$ cat src/rtl/memctrl_pkg.sv
// Shared types, encodings and small helpers for the mem_ctrl block.
// Used by both mem_ctrl and memctrl_byte_seq.
package memctrl_pkg;

    typedef enum logic [1:0] {
        IDLE   = 2'd0,
        IF_RD  = 2'd1,
        MEM_RD = 2'd2,
        MEM_WR = 2'd3
    } state_t;

    localparam logic [1:0] W_BYTE = 2'b00;
    localparam logic [1:0] W_HALF = 2'b01;
    localparam logic [1:0] W_WORD = 2'b10;

    // Cycles between presenting a RAM address and its byte appearing on ram_din_i.
    localparam logic [2:0] RAM_RD_LATENCY = 3'd1;
    localparam logic [2:0] N_WORD         = 3'd4;

    function automatic logic [2:0] width_to_n(input logic [1:0] width);
        logic [2:0] n;
        case (width)
            W_BYTE:  n = 3'd1;
            W_HALF:  n = 3'd2;
            W_WORD:  n = 3'd4;
            default: n = 3'd4;
        endcase
        return n;
    endfunction

    function automatic logic [7:0] byte_of(input logic [31:0] data, input logic [2:0] idx);
        logic [7:0] b;
        case (idx)
            3'd0:    b = data[7:0];
            3'd1:    b = data[15:8];
            3'd2:    b = data[23:16];
            3'd3:    b = data[31:24];
            default: b = data[31:24];
        endcase
        return b;
    endfunction

endpackage

$ cat src/rtl/memctrl_byte_seq.sv
// Byte sequencer for mem_ctrl: byte counter, latched base/count, next-address
// generation and little-endian assembly of read bytes.
module memctrl_byte_seq
    import memctrl_pkg::*;
#(
    parameter int RAM_AW = 32
) (
    input  logic              clk,
    input  logic              rst_n,
    input  logic              start,
    input  logic [RAM_AW-1:0] start_base,
    input  logic [2:0]        start_n,
    input  logic              advance,
    input  logic              capture,
    input  logic [7:0]        din,
    output logic [2:0]        cnt,
    output logic [RAM_AW-1:0] addr_next,
    output logic              more,
    output logic              done,
    output logic [31:0]       word_next
);

    logic [2:0]        cnt_r;
    logic [RAM_AW-1:0] base_r;
    logic [2:0]        n_r;
    logic [31:0]       word_r;
    logic [2:0]        cnt_inc_s;
    logic [2:0]        lane_s;
    logic [31:0]       word_next_s;

    assign cnt_inc_s = cnt_r + 3'd1;
    assign lane_s    = cnt_r - RAM_RD_LATENCY;
    // Address arithmetic wraps silently at 2^RAM_AW.
    assign addr_next = base_r + {{(RAM_AW-3){1'b0}}, cnt_inc_s};
    assign more      = (cnt_inc_s < n_r);
    assign done      = (cnt_r == (n_r + RAM_RD_LATENCY - 3'd1));
    assign cnt       = cnt_r;
    assign word_next = word_next_s;

    // Merge the byte arriving this cycle into the lane of the address that produced it.
    always_comb begin
        word_next_s = word_r;
        if (capture && (cnt_r >= RAM_RD_LATENCY)) begin
            case (lane_s)
                3'd0:    word_next_s[7:0]   = din;
                3'd1:    word_next_s[15:8]  = din;
                3'd2:    word_next_s[23:16] = din;
                3'd3:    word_next_s[31:24] = din;
                default: word_next_s        = word_r;
            endcase
        end else begin
            word_next_s = word_r;
        end
    end

    // Counter, latched request parameters and partially assembled word.
    always_ff @(posedge clk or negedge rst_n) begin
        if (!rst_n) begin
            cnt_r  <= 3'd0;
            base_r <= '0;
            n_r    <= 3'd0;
            word_r <= 32'd0;
        end else if (start) begin
            cnt_r  <= 3'd0;
            base_r <= start_base;
            n_r    <= start_n;
            word_r <= 32'd0;
        end else begin
            if (advance) begin
                cnt_r <= cnt_inc_s;
            end
            word_r <= word_next_s;
        end
    end

endmodule

$ cat src/rtl/mem_ctrl.sv
// mem_ctrl: serves instruction fetches and MEM-stage loads/stores over one byte-wide RAM port.
// Optional: define MEMCTRL_IF_ABORT_EN to let if_jump_i cancel an in-flight fetch.
module mem_ctrl
    import memctrl_pkg::*;
#(
    parameter int RAM_AW = 32
) (
    input  logic              clk,
    input  logic              rst_n,
    input  logic              if_req_i,
    input  logic [31:0]       if_addr_i,
    input  logic              if_jump_i,
    output logic              is_if_output_o,
    output logic              inst_ready_o,
    output logic [31:0]       inst_o,
    input  logic              mem_req_i,
    input  logic              mem_we_i,
    input  logic [31:0]       mem_addr_i,
    input  logic [1:0]        mem_width_i,
    input  logic [31:0]       mem_wdata_i,
    output logic              mem_ready_o,
    output logic [31:0]       mem_rdata_o,
    output logic [RAM_AW-1:0] ram_a_o,
    output logic              ram_wr_o,
    output logic [7:0]        ram_dout_o,
    input  logic [7:0]        ram_din_i
);

    state_t            state_r, state_next_s;
    logic [RAM_AW-1:0] ram_a_r, ram_a_next_s;
    logic              ram_wr_r, ram_wr_next_s;
    logic [7:0]        ram_dout_r, ram_dout_next_s;
    logic [31:0]       inst_r, inst_next_s;
    logic              inst_ready_r, inst_ready_next_s;
    logic [31:0]       mem_rdata_r, mem_rdata_next_s;
    logic              mem_ready_r, mem_ready_next_s;
    logic [31:0]       wdata_r, wdata_next_s;

    logic              seq_start_s;
    logic              seq_advance_s;
    logic              seq_capture_s;
    logic [RAM_AW-1:0] seq_base_s;
    logic [2:0]        seq_n_s;
    logic [2:0]        seq_cnt_s;
    logic [RAM_AW-1:0] seq_addr_next_s;
    logic              seq_more_s;
    logic              seq_done_s;
    logic [31:0]       seq_word_s;
    logic [2:0]        cnt_inc_s;
    logic              abort_s;

`ifdef MEMCTRL_IF_ABORT_EN
    assign abort_s = (state_r == IF_RD) && if_jump_i;
`else
    logic unused_jump_s;
    assign unused_jump_s = if_jump_i;
    assign abort_s       = 1'b0;
`endif

    assign cnt_inc_s = seq_cnt_s + 3'd1;

    memctrl_byte_seq #(
        .RAM_AW (RAM_AW)
    ) u_seq (
        .clk        (clk),
        .rst_n      (rst_n),
        .start      (seq_start_s),
        .start_base (seq_base_s),
        .start_n    (seq_n_s),
        .advance    (seq_advance_s),
        .capture    (seq_capture_s),
        .din        (ram_din_i),
        .cnt        (seq_cnt_s),
        .addr_next  (seq_addr_next_s),
        .more       (seq_more_s),
        .done       (seq_done_s),
        .word_next  (seq_word_s)
    );

    // Next state, arbitration and next values of the output registers.
    always_comb begin
        state_next_s      = state_r;
        ram_a_next_s      = ram_a_r;
        ram_wr_next_s     = 1'b0;
        ram_dout_next_s   = ram_dout_r;
        inst_next_s       = inst_r;
        inst_ready_next_s = 1'b0;
        mem_rdata_next_s  = mem_rdata_r;
        mem_ready_next_s  = 1'b0;
        wdata_next_s      = wdata_r;
        seq_start_s       = 1'b0;
        seq_advance_s     = 1'b0;
        seq_capture_s     = 1'b0;
        seq_base_s        = mem_addr_i[RAM_AW-1:0];
        seq_n_s           = width_to_n(mem_width_i);

        case (state_r)
            IDLE: begin
                // MEM stage wins; the accepted address goes straight onto the RAM port.
                if (mem_req_i) begin
                    seq_start_s  = 1'b1;
                    ram_a_next_s = mem_addr_i[RAM_AW-1:0];
                    if (mem_we_i) begin
                        state_next_s    = MEM_WR;
                        ram_wr_next_s   = 1'b1;
                        ram_dout_next_s = mem_wdata_i[7:0];
                        wdata_next_s    = mem_wdata_i;
                    end else begin
                        state_next_s = MEM_RD;
                    end
                end else if (if_req_i) begin
                    seq_start_s  = 1'b1;
                    seq_base_s   = if_addr_i[RAM_AW-1:0];
                    seq_n_s      = N_WORD;
                    ram_a_next_s = if_addr_i[RAM_AW-1:0];
                    state_next_s = IF_RD;
                end else begin
                    state_next_s = IDLE;
                end
            end

            IF_RD, MEM_RD: begin
                seq_advance_s = 1'b1;
                seq_capture_s = 1'b1;
                if (abort_s) begin
                    state_next_s = IDLE;
                end else if (seq_done_s) begin
                    state_next_s = IDLE;
                    if (state_r == IF_RD) begin
                        inst_next_s       = seq_word_s;
                        inst_ready_next_s = 1'b1;
                    end else begin
                        mem_rdata_next_s = seq_word_s;
                        mem_ready_next_s = 1'b1;
                    end
                end else begin
                    state_next_s = state_r;
                    if (seq_more_s) begin
                        ram_a_next_s = seq_addr_next_s;
                    end else begin
                        ram_a_next_s = ram_a_r;
                    end
                end
            end

            MEM_WR: begin
                seq_advance_s = 1'b1;
                if (seq_more_s) begin
                    ram_wr_next_s   = 1'b1;
                    ram_a_next_s    = seq_addr_next_s;
                    ram_dout_next_s = byte_of(wdata_r, cnt_inc_s);
                end else begin
                    state_next_s     = IDLE;
                    mem_ready_next_s = 1'b1;
                end
            end

            default: begin
                state_next_s = IDLE;
            end
        endcase
    end

    // State and output registers; reset abandons any access in flight.
    always_ff @(posedge clk or negedge rst_n) begin
        if (!rst_n) begin
            state_r      <= IDLE;
            ram_a_r      <= '0;
            ram_wr_r     <= 1'b0;
            ram_dout_r   <= 8'd0;
            inst_r       <= 32'd0;
            inst_ready_r <= 1'b0;
            mem_rdata_r  <= 32'd0;
            mem_ready_r  <= 1'b0;
            wdata_r      <= 32'd0;
        end else begin
            state_r      <= state_next_s;
            ram_a_r      <= ram_a_next_s;
            ram_wr_r     <= ram_wr_next_s;
            ram_dout_r   <= ram_dout_next_s;
            inst_r       <= inst_next_s;
            inst_ready_r <= inst_ready_next_s;
            mem_rdata_r  <= mem_rdata_next_s;
            mem_ready_r  <= mem_ready_next_s;
            wdata_r      <= wdata_next_s;
        end
    end

    // Fetch may proceed when the port is its own or would be granted to it now.
    assign is_if_output_o = (state_r == IF_RD) || ((state_r == IDLE) && !mem_req_i);
    assign inst_ready_o   = inst_ready_r;
    assign inst_o         = inst_r;
    assign mem_ready_o    = mem_ready_r;
    assign mem_rdata_o    = mem_rdata_r;
    assign ram_a_o        = ram_a_r;
    assign ram_wr_o       = ram_wr_r;
    assign ram_dout_o     = ram_dout_r;

endmodule

$ cat config.mk
export PLATFORM = sky130hd
export DESIGN_NAME = mem_ctrl
export DESIGN_NICKNAME = d
export VERILOG_FILES = /design/src/rtl/memctrl_pkg.sv /design/src/rtl/memctrl_byte_seq.sv /design/src/rtl/mem_ctrl.sv
export SDC_FILE = /design/constraint.sdc
export NUM_CORES = 1
export LEC_CHECK = 0
export ABC_CLOCK_PERIOD_IN_PS = 5400
export BUFFER_PORTS_ARGS = -buffer_cell sky130_fd_sc_hd__buf_2
export CORE_ASPECT_RATIO = 1.4
export CORE_MARGIN = 2
export CORE_UTILIZATION = 59
export DETAILED_ROUTE_END_ITERATION = 10
export PLACE_DENSITY = 0.93
export SYNTH_ARGS = -nofsm -noshare
export SYNTH_HDL_FRONTEND = slang
export SYNTH_SLANG_ARGS = --single-unit
$ cat constraint.sdc
create_clock -name clk -period 5.4 [get_ports clk]
set_clock_uncertainty 0.15 [all_clocks]
set_input_delay 1.08 -clock clk [delete_from_list [all_inputs] [get_ports clk]]
set_output_delay 1.08 -clock clk [all_outputs]
set_load 0.01 [all_outputs]
==> results of run 1 <==
==> final timing paths <==
| kind | cells past startpoint | to | slack, ns |
|---|---|---|---|
| min | 2 | inst_o[4]$_DFFE_PN0P_ | 0.32 |
| min in group asynchronous | 1 | ram_a_o[21]$_DFFE_PN0P_ | 0.56 |
| max reg2reg | 7 | ram_dout_o[2]$_DFFE_PN0P_ | 2.05 |
| min reg2reg | 2 | inst_o[4]$_DFFE_PN0P_ | 0.32 |
| max in group asynchronous | 2 | wdata_r[16]$_DFFE_PN0P_ | 3.52 |
| max | 7 | ram_dout_o[2]$_DFFE_PN0P_ | 2.05 |
==> synth_stat cells (2+ instances only) <==
master,number,area [um^2]
a21oi_1,47,235
and4_1,3,26.3
nand3b_1,6,45.0
a211oi_1,4,30.0
and3_1,5,31.3
nand4_1,10,62.6
nand4_4,2,42.5
buf_2,8,40.0
mux2i_1,40,400
clkbuf_1,48,180
nor3b_2,3,37.5
mux2_2,44,495
xor2_1,16,140
o31ai_1,5,37.5
o21ai_0,120,601
nor3_1,4,20.0
o21a_1,4,30.0
buf_6,3,33.8
dfrtp_1,211,5280
nor2b_1,4,25.0
xnor2_1,11,96.3
o221ai_1,15,131
a21o_1,4,30.0
clkbuf_8,2,27.5
ha_1,18,225
nor4_2,2,25.0
buf_1,10,37.5
nand2_4,2,22.5
o21ai_1,37,185
inv_1,41,154
a31oi_1,2,12.5
o2111ai_1,2,17.5
a221oi_1,8,70.1
nand3_1,34,170
nor2_1,60,225
o211ai_1,9,67.6
nor4_1,3,18.8
nand2_1,149,559
o22ai_1,31,194
nor4_4,2,42.5
==> cell type report <==
class | instances | share of cell area (%)
flip-flops and latches | 211 | 42.9
clock inverters | 12 | 1.93
clock buffers | 25 | 4.47
inverters | 41 | 1.25
well taps | 236 | 2.40
repair buffers | 228 | 9.65
multi-input cells | 728 | 37.4
==> metrics by stage <==
step	cells	setup slack [ns]	util (%)	hold WS [ns]	total power, mW
floorplan	1053	2.20	-	0.303	4.99
global placement	1444	2.10	66.7	0.306	5.91
detailed placement	1444	2.05	66.7	0.315	6.13
CTS	1481	2.09	71.3	0.329	7.84
global route	1481	1.82	71.3	0.349	8.35
finish	1481	2.05	71.3	0.321	7.86
==> state kept, by name (all words and copies together), names as in the netlist <==
register	flops
inst_ready_o	1
ram_dout_o	8
ram_wr_o	1
state_r	2
mem_ready_o	1
u_seq.cnt	3
u_seq.base_r	32
u_seq.word_r	32
u_seq.n_r	3
mem_rdata_o	32
wdata_r	32
ram_a_o	32
inst_o	32
==> tightest hold or removal path, delay by kind of cell (launching register included) <==
family / cells / cell delay, ns
flops: 1 / 0.34
compound gates: 1 / 0.06
simple gates: 1 / 0.04
==> report_power, final <==
| group | internal (mW) | leakage, nW | switching, mW |
|---|---|---|---|
| clock | 1.06 | 0.384 | 0.606 |
| sequential | 2.29 | 2.56 | 0.531 |
| combinational | 1.30 | 2.97 | 2.06 |
==> layer usage <==
layer | vias to the layer above | part of all wire [%]
met5 | - | 0
met4 | 0 | 4.7
met3 | 107 | 6.5
met2 | 427 | 52
met1 | 4380 | 37
li1 | 4073 | -
==> cells by family (layout without fill, tap and decap cells) <==
kind of cell	after synthesis	after routing	share of synthesized area, %
and+or+nand+nor	299	299	13.8
DFF	211	211	51.1
xor gates and xnor gates	27	27	2.29
AOI/OAI and AO/OA	299	299	17.1
adders and majority gates	19	19	2.37
buffers and inverters	114	306	4.69
muxes	84	84	8.66
==> flow_metrics.py, run 1 <==
metrics = {
    "pwr": {
        "peakVddDrop_uv": 456,
        "p_per_area_nw_per_um2": 638,
        "leakagePower_nw": 5.91,
    },
    "yosys": {
        "ys_types": 64,
        "synth_edf_count": 0,
        "yosys_register_bits": 211,
        "ys.flop_type": "dfrtp_1",
        "syn_area_um2": 10300,
        "yosysWarningCount": 0,
        "synth_async_sr_flop_share_pct": 100,
        "synthCells": 1053,
        "synthesis.nets": 1184,
        "avgSynthCellArea_um2": 9.82,
        "ys_seq_area_share_pct": 51.1,
    },
    "cts": {
        "hold_buffers": 0,
        "tritoncts": "yes",
        "clkLatencyLatePin_ns": 0.48,
        "clkTransAtPathRegs_ns": 0.06,
        "root_buffer": "clkbuf_16",
        "h-tree-depth": 1,
        "cts_sinks": 211,
        "cts_buffers": 21,
        "cts_setup_buffers": 0,
        "max-clock-path-buffers": 3,
        "cts_resized": 0,
    },
    "setup_path": {
        "crit_arrival_ns": 3.56,
        "worst-endpoint-required_ns": 5.61,
        "crit_start": "state_r[0]$_DFFE_PN0P_",
        "critPathMostFrequentCell": "buf_4",
        "cp_max_fo": 73,
        "reg2reg_from": "state_r[0]$_DFFE_PN0P_",
        "start_kind": "flip-flop",
        "critical-path-top-delay-family": "buffers and inverters",
        "path_cells": "inv_1 -> ha_4 -> buf_4 -> nand3_1 -> buf_4 -> a22oi_2 -> mux2_2",
        "slowest_stage": "buf_4",
        "critPathMaxStageDelay_ns": 0.65,
        "worstSetupPathType": "flip-flop to flip-flop",
        "critPathCaptureType": "flip-flop",
        "path_buf_inv": 3,
    },
    "sta": {
        "fin_setup_tns_ns": 0,
        "setup_viol": 0,
        "rsz0062_at_grt": "false",
        "hold_viol": 0,
        "fin_crit_sh_pct": 62.0,
        "slew_headroom_pct": 19.2,
        "fin_crit_ns": 3.35,
        "tightest_slew_ns": 1.21,
        "drv_slew": 0,
        "fmax_ghz": 0.299,
    },
    "placement": {
        "placed_cell_area_um2": 11500,
        "routabilityCongestion": 0.881,
        "io_buffers": 218,
        "hpwlAfterDp_um": 18600,
    },
    "floorplan": {
        "core_area_um2": 17300,
        "ios": 220,
        "dieArea_um2": 18600,
        "fp.dieW_um": 116,
        "die_height_um": 161,
        "rows": 57,
        "start_util_pct": 59.9,
    },
    "finish": {
        "final_nets": 1362,
        "layout_commonest_cell": "buf_2",
        "design_area_um2": 12300,
        "drive_gt1_share_pct": 26.6,
        "multi_input_area_um2": 4600,
        "fill_cells": 1251,
        "final_cell_mix": "buf_2 (217), dfrtp_1 (211), nand2_1 (147)",
        "diodes": 0,
        "regArea_um2": 5280,
        "syn_to_final_growth_pct": 19.0,
    },
    "grt": {
        "grt_pass1_vias": 8892,
        "grt_pass1_wl_um": 44200,
        "grt_start_max_net_pins": 122,
        "antenna_found_initial": 0,
        "grt_use_total_pct": 29.7,
        "grtUsageMet1_pct": 35.9,
        "grt-ovfl-total": 0,
        "busiest_layer": "met2",
        "grt.met2_usage_pct": 51.0,
        "gr-usage-met3_pct": 4.64,
    },
    "drt": {
        "first_iter_violations": 805,
        "via_count": 8987,
        "wl_per_cell_um": 18.8,
        "drc": 0,
        "viasPerCell": 6.07,
        "postRouteAntennaNets": 0,
        "drt-total-wl_um": 27800,
        "first_pass_iters": 6,
    },
    "hold_path": {
        "min_path_type": "flip-flop to flip-flop",
        "hp-start": "inst_o[4]$_DFFE_PN0P_",
    },
    "flow_run": {
        "maxCapViolCount": 0,
    },
    "outcome": {
        "status": "completed",
    },
}
(Power assumes the default switching activity.)
==> inputs of run 2 (changes only) <==
ABC_AREA = 1   (was unset)
ABC_CLOCK_PERIOD_IN_PS = 2900   (was 5400)
CORE_UTILIZATION = 50   (was 59)
PLACE_DENSITY = 0.85   (was 0.93)
clock period = 2.9 ns   (was 5.4 ns; I/O delays follow)
==> flow_metrics.py, run 2 <==
metrics = {
    "yosys": {
        "synthMostInstantiatedCell": "nand2_1",
        "synth.area.top_cells": "dfrtp_1 (51%), nand2_1 (15%), inv_1 (5.9%)",
        "yosys_register_bits": 211,
        "yosys.area.top_type_share_pct": 50.7,
        "synth_async_sr_flop_share_pct": 100,
        "ys_seq_area_share_pct": 50.7,
        "synth_xor_area_share_pct": 0.252,
        "synth-simple-area-share_pct": 23.9,
        "synthAdderAreaFrac_pct": 2.36,
        "avgSynthCellArea_um2": 7.93,
        "ys_types": 42,
        "synth_mux_area_share_pct": 0,
        "synth_area_leader_cell": "dfrtp_1",
        "syn_area_um2": 10400,
        "ys.flop_type": "dfrtp_1",
        "synth_compound_area_share_pct": 13.8,
        "synthCells": 1312,
        "synth_edf_count": 0,
        "yosys-top-cells-count": "nand2_1 (427), dfrtp_1 (211), inv_1 (163)",
        "yosysWarningCount": 0,
        "synthesis.nets": 1443,
        "synth_top_family_by_area": "simple AND/OR/NAND/NOR gates",
    },
    "setup_path": {
        "crit_start": "u_seq.cnt[1]$_DFFE_PN0P_",
        "crit_arrival_ns": 2.98,
        "worstSetupPathType": "flip-flop to flip-flop",
        "r2r_slack_ns": 0.20,
        "critPathCaptureType": "flip-flop",
        "start_kind": "flip-flop",
        "rr_worst_depth": 13,
        "worst-endpoint-required_ns": 3.17,
        "endpoint": "ram_a_o[26]$_DFFE_PN0P_",
        "reg2reg_from": "u_seq.cnt[1]$_DFFE_PN0P_",
        "r2r_end": "ram_a_o[26]$_DFFE_PN0P_",
        "cp_max_fo": 6,
    },
    "placement": {
        "io_buffers": 218,
        "hpwlAfterDp_um": 20200,
        "routabilityCongestion": 0.953,
        "place_inst": 1756,
        "placed_cell_area_um2": 11800,
    },
    "floorplan": {
        "fp.dieW_um": 126,
        "dieArea_um2": 22000,
        "core_area_um2": 20500,
        "ios": 220,
        "die_height_um": 175,
        "start_util_pct": 50.8,
        "rows": 62,
    },
    "outcome": {
        "status": "completed",
    },
    "drt": {
        "first_pass_iters": 5,
        "wl_per_cell_um": 15.5,
        "via_count": 9447,
        "postRouteAntennaNets": 0,
        "drt-total-wl_um": 27800,
        "viasPerCell": 5.26,
        "first_iter_violations": 635,
        "drc": 0,
    },
    "grt": {
        "grt_pass1_wl_um": 44800,
        "grt_start_max_net_pins": 71,
        "grt-ovfl-total": 0,
        "grt_use_total_pct": 24.8,
        "grt_pass1_vias": 9278,
        "antenna_found_initial": 2,
    },
    "cts": {
        "h-tree-depth": 1,
        "clkTransAtPathRegs_ns": 0.07,
        "clkLatencyLatePin_ns": 0.50,
        "cts_buffers": 21,
        "cts_sinks": 211,
        "cts_setup_buffers": 0,
        "tritoncts": "yes",
        "root_buffer": "clkbuf_16",
        "max-clock-path-buffers": 3,
    },
    "finish": {
        "final_nets": 1655,
        "syn_to_final_growth_pct": 20.1,
        "finalNonFillerCells": 1795,
        "design_area_um2": 12500,
        "final_core_util_pct": 61.1,
        "layout_commonest_cell": "nand2_1",
        "drive_gt1_share_pct": 20.2,
        "final_cell_mix": "nand2_1 (426), buf_2 (217), dfrtp_1 (210)",
    },
    "sta": {
        "rsz0062_at_grt": "false",
        "slew_headroom_pct": 57.2,
        "hold_slack_ns": 0.131,
        "fmax_ghz": 0.370,
        "setup_viol": 0,
        "fin_setup_tns_ns": 0,
        "fin_crit_sh_pct": 93.2,
        "tightest_slew_ns": 0.642,
        "hold_viol": 0,
        "drv_slew": 0,
        "fin_crit_ns": 2.70,
    },
    "pwr": {
        "p_per_area_nw_per_um2": 1170,
        "peakVddDrop_uv": 661,
        "leakagePower_nw": 6.55,
    },
    "hold_path": {
        "min_path_type": "input pin to flip-flop",
    },
    "flow_run": {
        "maxCapViolCount": 0,
    },
}
run 2: how the worst min path moves through the flow:
| stage | from | endpoint | slack (ns) | cells after the start |
|---|---|---|---|---|
| after global routing | mem_wdata_i[14] | wdata_r[14]$_DFFE_PN0P_ | 0.13 | 3 |
| after global placement | ram_a_o[12]$_DFFE_PN0P_ | ram_a_o[12]$_DFFE_PN0P_ | 0.31 | 2 |
| after CTS | mem_wdata_i[14] | wdata_r[14]$_DFFE_PN0P_ | 0.12 | 3 |
| final | mem_wdata_i[13] | wdata_r[13]$_DFFE_PN0P_ | 0.13 | 3 |
| after detailed placement | ram_a_o[8]$_DFFE_PN0P_ | ram_a_o[8]$_DFFE_PN0P_ | 0.31 | 2 |
| after floorplan | rst_n | inst_o[0]$_DFFE_PN0P_ | 0.13 | 0 |
run 2: layout make-up:
cell class	count	area, um^2
Clock inverter	8	129
Sequential cell	211	5280
Antenna cell	2	5.00
Fill cell	1814	7970
Clock buffer	28	602
Multi-Input combinational cell	877	4200
Timing Repair Buffer	243	1330
Tap cell	256	320
Inverter	170	638
run 2: routing by layer:
layer | GRT usage [%] | part of all wire (%) | vias up
li1 | - | - | 4593
met1 | 29.5 | 38 | 4361
met2 | 43.7 | 51 | 398
met3 | 3.77 | 6.7 | 93
met4 | 11.9 | 4.6 | 2
met5 | 0 | 0.054 | -
run 2: logic make-up (layout without fill, tap and decap cells):
group,Yosys count,after routing
AOI/OAI and AO/OA,237,237
xor gates and xnor gates,3,3
adders and majority gates,19,19
buffers and inverters,224,449
DFF,211,211
other,0,2
and+or+nand+nor,618,618
run 2: repair_timing:
action	in CTS	in global routing
hold buffers	1	0
setup endpoints to repair	0	1
gates resized for setup	0	1
endpoints found under the hold margin	66	0
run 2: where the power goes:
group / internal, mW / leakage, nW / switching [mW] / total (mW)
Clock: 1.73 / 0.356 / 1.14 / 2.87
Sequential: 4.36 / 2.63 / 0.805 / 5.16
Combinational: 2.41 / 3.57 / 4.14 / 6.54
Total: 8.49 / 6.55 / 6.08 / 14.6
run 2: worst max-delay path, cell delays in order (launching register included):
cell      delay [ns]
dfrtp_1         0.45
inv_1           0.13
ha_1            0.33
inv_1           0.09
fa_1            0.41
inv_1           0.09
nand3_1         0.06
nand2_1         0.12
nand2_1         0.14
inv_1           0.23
nand2_1         0.11
o21bai_1        0.14
nand2_1         0.08
a21boi_2        0.11
run 2: stage by stage:
step           power (mW)  worst slack, ns
2_1_floorplan        9.59            0.519
3_3_place_gp         11.4            0.258
3_5_place_dp         11.7            0.182
4_1_cts              14.7            0.162
5_1_grt              15.7           0.0141
6_report             14.6            0.197
==> inputs of run 3 (changes only) <==
CORE_ASPECT_RATIO = unset   (was 1.4)
==> flow_metrics.py, run 3 (synthesis gave the netlist of run 2 again) <==
metrics = {
    "cts": {
        "cts_setup_buffers": 0,
        "root_buffer": "clkbuf_16",
        "clkLatencyLatePin_ns": 0.52,
        "cts_sinks": 211,
        "tritoncts": "yes",
        "clkTransAtPathRegs_ns": 0.06,
        "max-clock-path-buffers": 3,
        "cts_buffers": 23,
        "h-tree-depth": 1,
    },
    "floorplan": {
        "ios": 220,
        "fp.dieW_um": 148,
        "dieArea_um2": 22000,
        "rows": 52,
        "start_util_pct": 51.1,
        "die_height_um": 148,
        "core_area_um2": 20400,
    },
    "setup_path": {
        "cp_max_fo": 16,
        "start_kind": "flip-flop",
        "critPathMaxStageDelay_ns": 0.38,
        "critical-path-top-delay-family": "buffers and inverters",
        "reg2reg_from": "u_seq.cnt[0]$_DFFE_PN0P_",
        "r2r_end": "ram_a_o[25]$_DFFE_PN0P_",
        "path_buf_inv": 3,
        "worstSetupPathType": "flip-flop to primary output",
        "path_cells": "inv_1 -> ha_1 -> inv_4 -> nor2_2 -> or2_2 -> buf_2",
        "crit_arrival_ns": 2.04,
        "worst-endpoint-required_ns": 2.17,
        "rr_worst_depth": 11,
        "slowest_stage": "dfrtp_1",
        "critPathCaptureType": "primary output",
        "r2r_slack_ns": 0.23,
    },
    "hold_path": {
        "min_to": "wdata_r[19]$_DFFE_PN0P_",
        "hp-start": "mem_wdata_i[19]",
        "whs_path_depth": 3,
        "min_path_type": "input pin to flip-flop",
    },
    "sta": {
        "fin_setup_tns_ns": 0,
        "fin_crit_ns": 2.77,
        "setup_viol": 0,
        "drv_slew": 0,
        "fin_crit_sh_pct": 95.5,
        "tightest_slew_ns": 0.606,
        "rsz0062_at_grt": "false",
        "fmax_ghz": 0.361,
        "hold_viol": 0,
        "slew_headroom_pct": 59.6,
    },
    "grt": {
        "gr-usage-met3_pct": 4.45,
        "grt_use_total_pct": 25.8,
        "grt_pass1_wl_um": 45800,
        "grt.met2_usage_pct": 43.1,
        "antenna_found_initial": 2,
        "grtUsageMet1_pct": 33.5,
        "grt_pass1_vias": 9229,
        "grt_start_max_net_pins": 75,
        "busiest_layer": "met2",
        "grt-ovfl-total": 0,
    },
    "drt": {
        "via_count": 9606,
        "first_pass_iters": 7,
        "drt-total-wl_um": 28300,
        "drc": 0,
        "postRouteAntennaNets": 0,
        "viasPerCell": 5.30,
        "first_iter_violations": 695,
        "wl_per_cell_um": 15.6,
    },
    "finish": {
        "layout_commonest_cell": "nand2_1",
        "final_cell_mix": "nand2_1 (425), buf_2 (217), dfrtp_1 (209)",
        "fill_cells": 1766,
        "final_nets": 1656,
        "syn_to_final_growth_pct": 21.0,
        "final_core_util_pct": 61.9,
        "drive_gt1_share_pct": 20.5,
    },
    "placement": {
        "hpwlAfterDp_um": 20200,
        "io_buffers": 218,
        "routabilityCongestion": 0.939,
    },
    "pwr": {
        "leakagePower_nw": 6.58,
        "peakVddDrop_uv": 831,
        "p_total_mw": 14.8,
        "p_per_area_nw_per_um2": 1170,
    },
    "outcome": {
        "status": "completed",
    },
    "flow_run": {
        "maxCapViolCount": 0,
    },
}
## run 3: cell types whose count changed in the layout (fill, tap and decap cells not counted), sizes merged
cell | previous run | this run
inv | 169 | 170
clkinv | 5 | 4
bufinv | 3 | 2
clkbuf | 29 | 36
buf | 241 | 240
## run 3: repair_timing
item	4_1_cts	5_1_grt
hold buffers	1	0
hold endpoints to repair	68	0
resized for setup	0	6
setup endpoints to repair	0	9
## run 3: cell type report
cell class	count	area (um^2)	share of cell area, %
inverters	170	641	5.08
repair buffers	242	1330	10.6
multi-input cells	877	4210	33.4
clock inverters	7	103	0.814
diodes	2	5.00	0.0397
well taps	270	338	2.68
clock buffers	35	691	5.48
flip-flops and latches	211	5280	41.9
## run 3: how the worst max path moves through the flow
stage / startpoint / end / depth (start not counted) / slack (ns)
finish: state_r[0]$_DFFE_PN0P_ / is_if_output_o / 6 / 0.13
floorplan: u_seq.cnt[0]$_DFFE_PN0P_ / ram_a_o[14]$_DFFE_PN0P_ / 12 / 0.52
global route: u_seq.cnt[1]$_DFFE_PN0P_ / ram_a_o[26]$_DFFE_PN0P_ / 13 / 0.004
detailed placement: u_seq.cnt[1]$_DFFE_PN0P_ / ram_a_o[30]$_DFFE_PN0P_ / 13 / 0.16
CTS: state_r[1]$_DFFE_PN0P_ / is_if_output_o / 6 / 0.02
global placement: u_seq.cnt[1]$_DFFE_PN0P_ / ram_a_o[10]$_DFFE_PN0P_ / 13 / 0.24
## run 3: power by group
part           switching (mW)  total [mW]  internal, mW  leakage [nW]
Sequential              0.840        5.20          4.36          2.63
Clock                    1.20        3.03          1.83         0.390
Combinational            4.15        6.56          2.41          3.57
Total                    6.19        14.8          8.61          6.58
## run 3: per-stage QoR
stage          instance area (um^2)  std cells  hold WS, ns  setup WS, ns
3_3_place_gp                  11800       1769        0.310         0.244
5_1_grt                       12600       1812        0.105       0.00358
2_1_floorplan                 10400       1312        0.134         0.519
3_5_place_dp                  11800       1769        0.310         0.156
4_1_cts                       12600       1812       0.0933        0.0161
6_report                      12600       1814        0.110         0.130
## run 3: layer usage
| metal | routed length [um] | up-vias |
|---|---|---|
| met5 | 0 | - |
| met3 | 2170 | 85 |
| met2 | 13400 | 414 |
| met4 | 1190 | 0 |
| met1 | 11500 | 4513 |
| li1 | - | 4594 |
## run 3: tightest hold or removal path, delay by kind of cell
family                 cells  cell delay (ns)
AO/OA/AOI/OAI              1             0.05
buffers and inverters      1             0.07
AND/OR/NAND/NOR            1             0.04
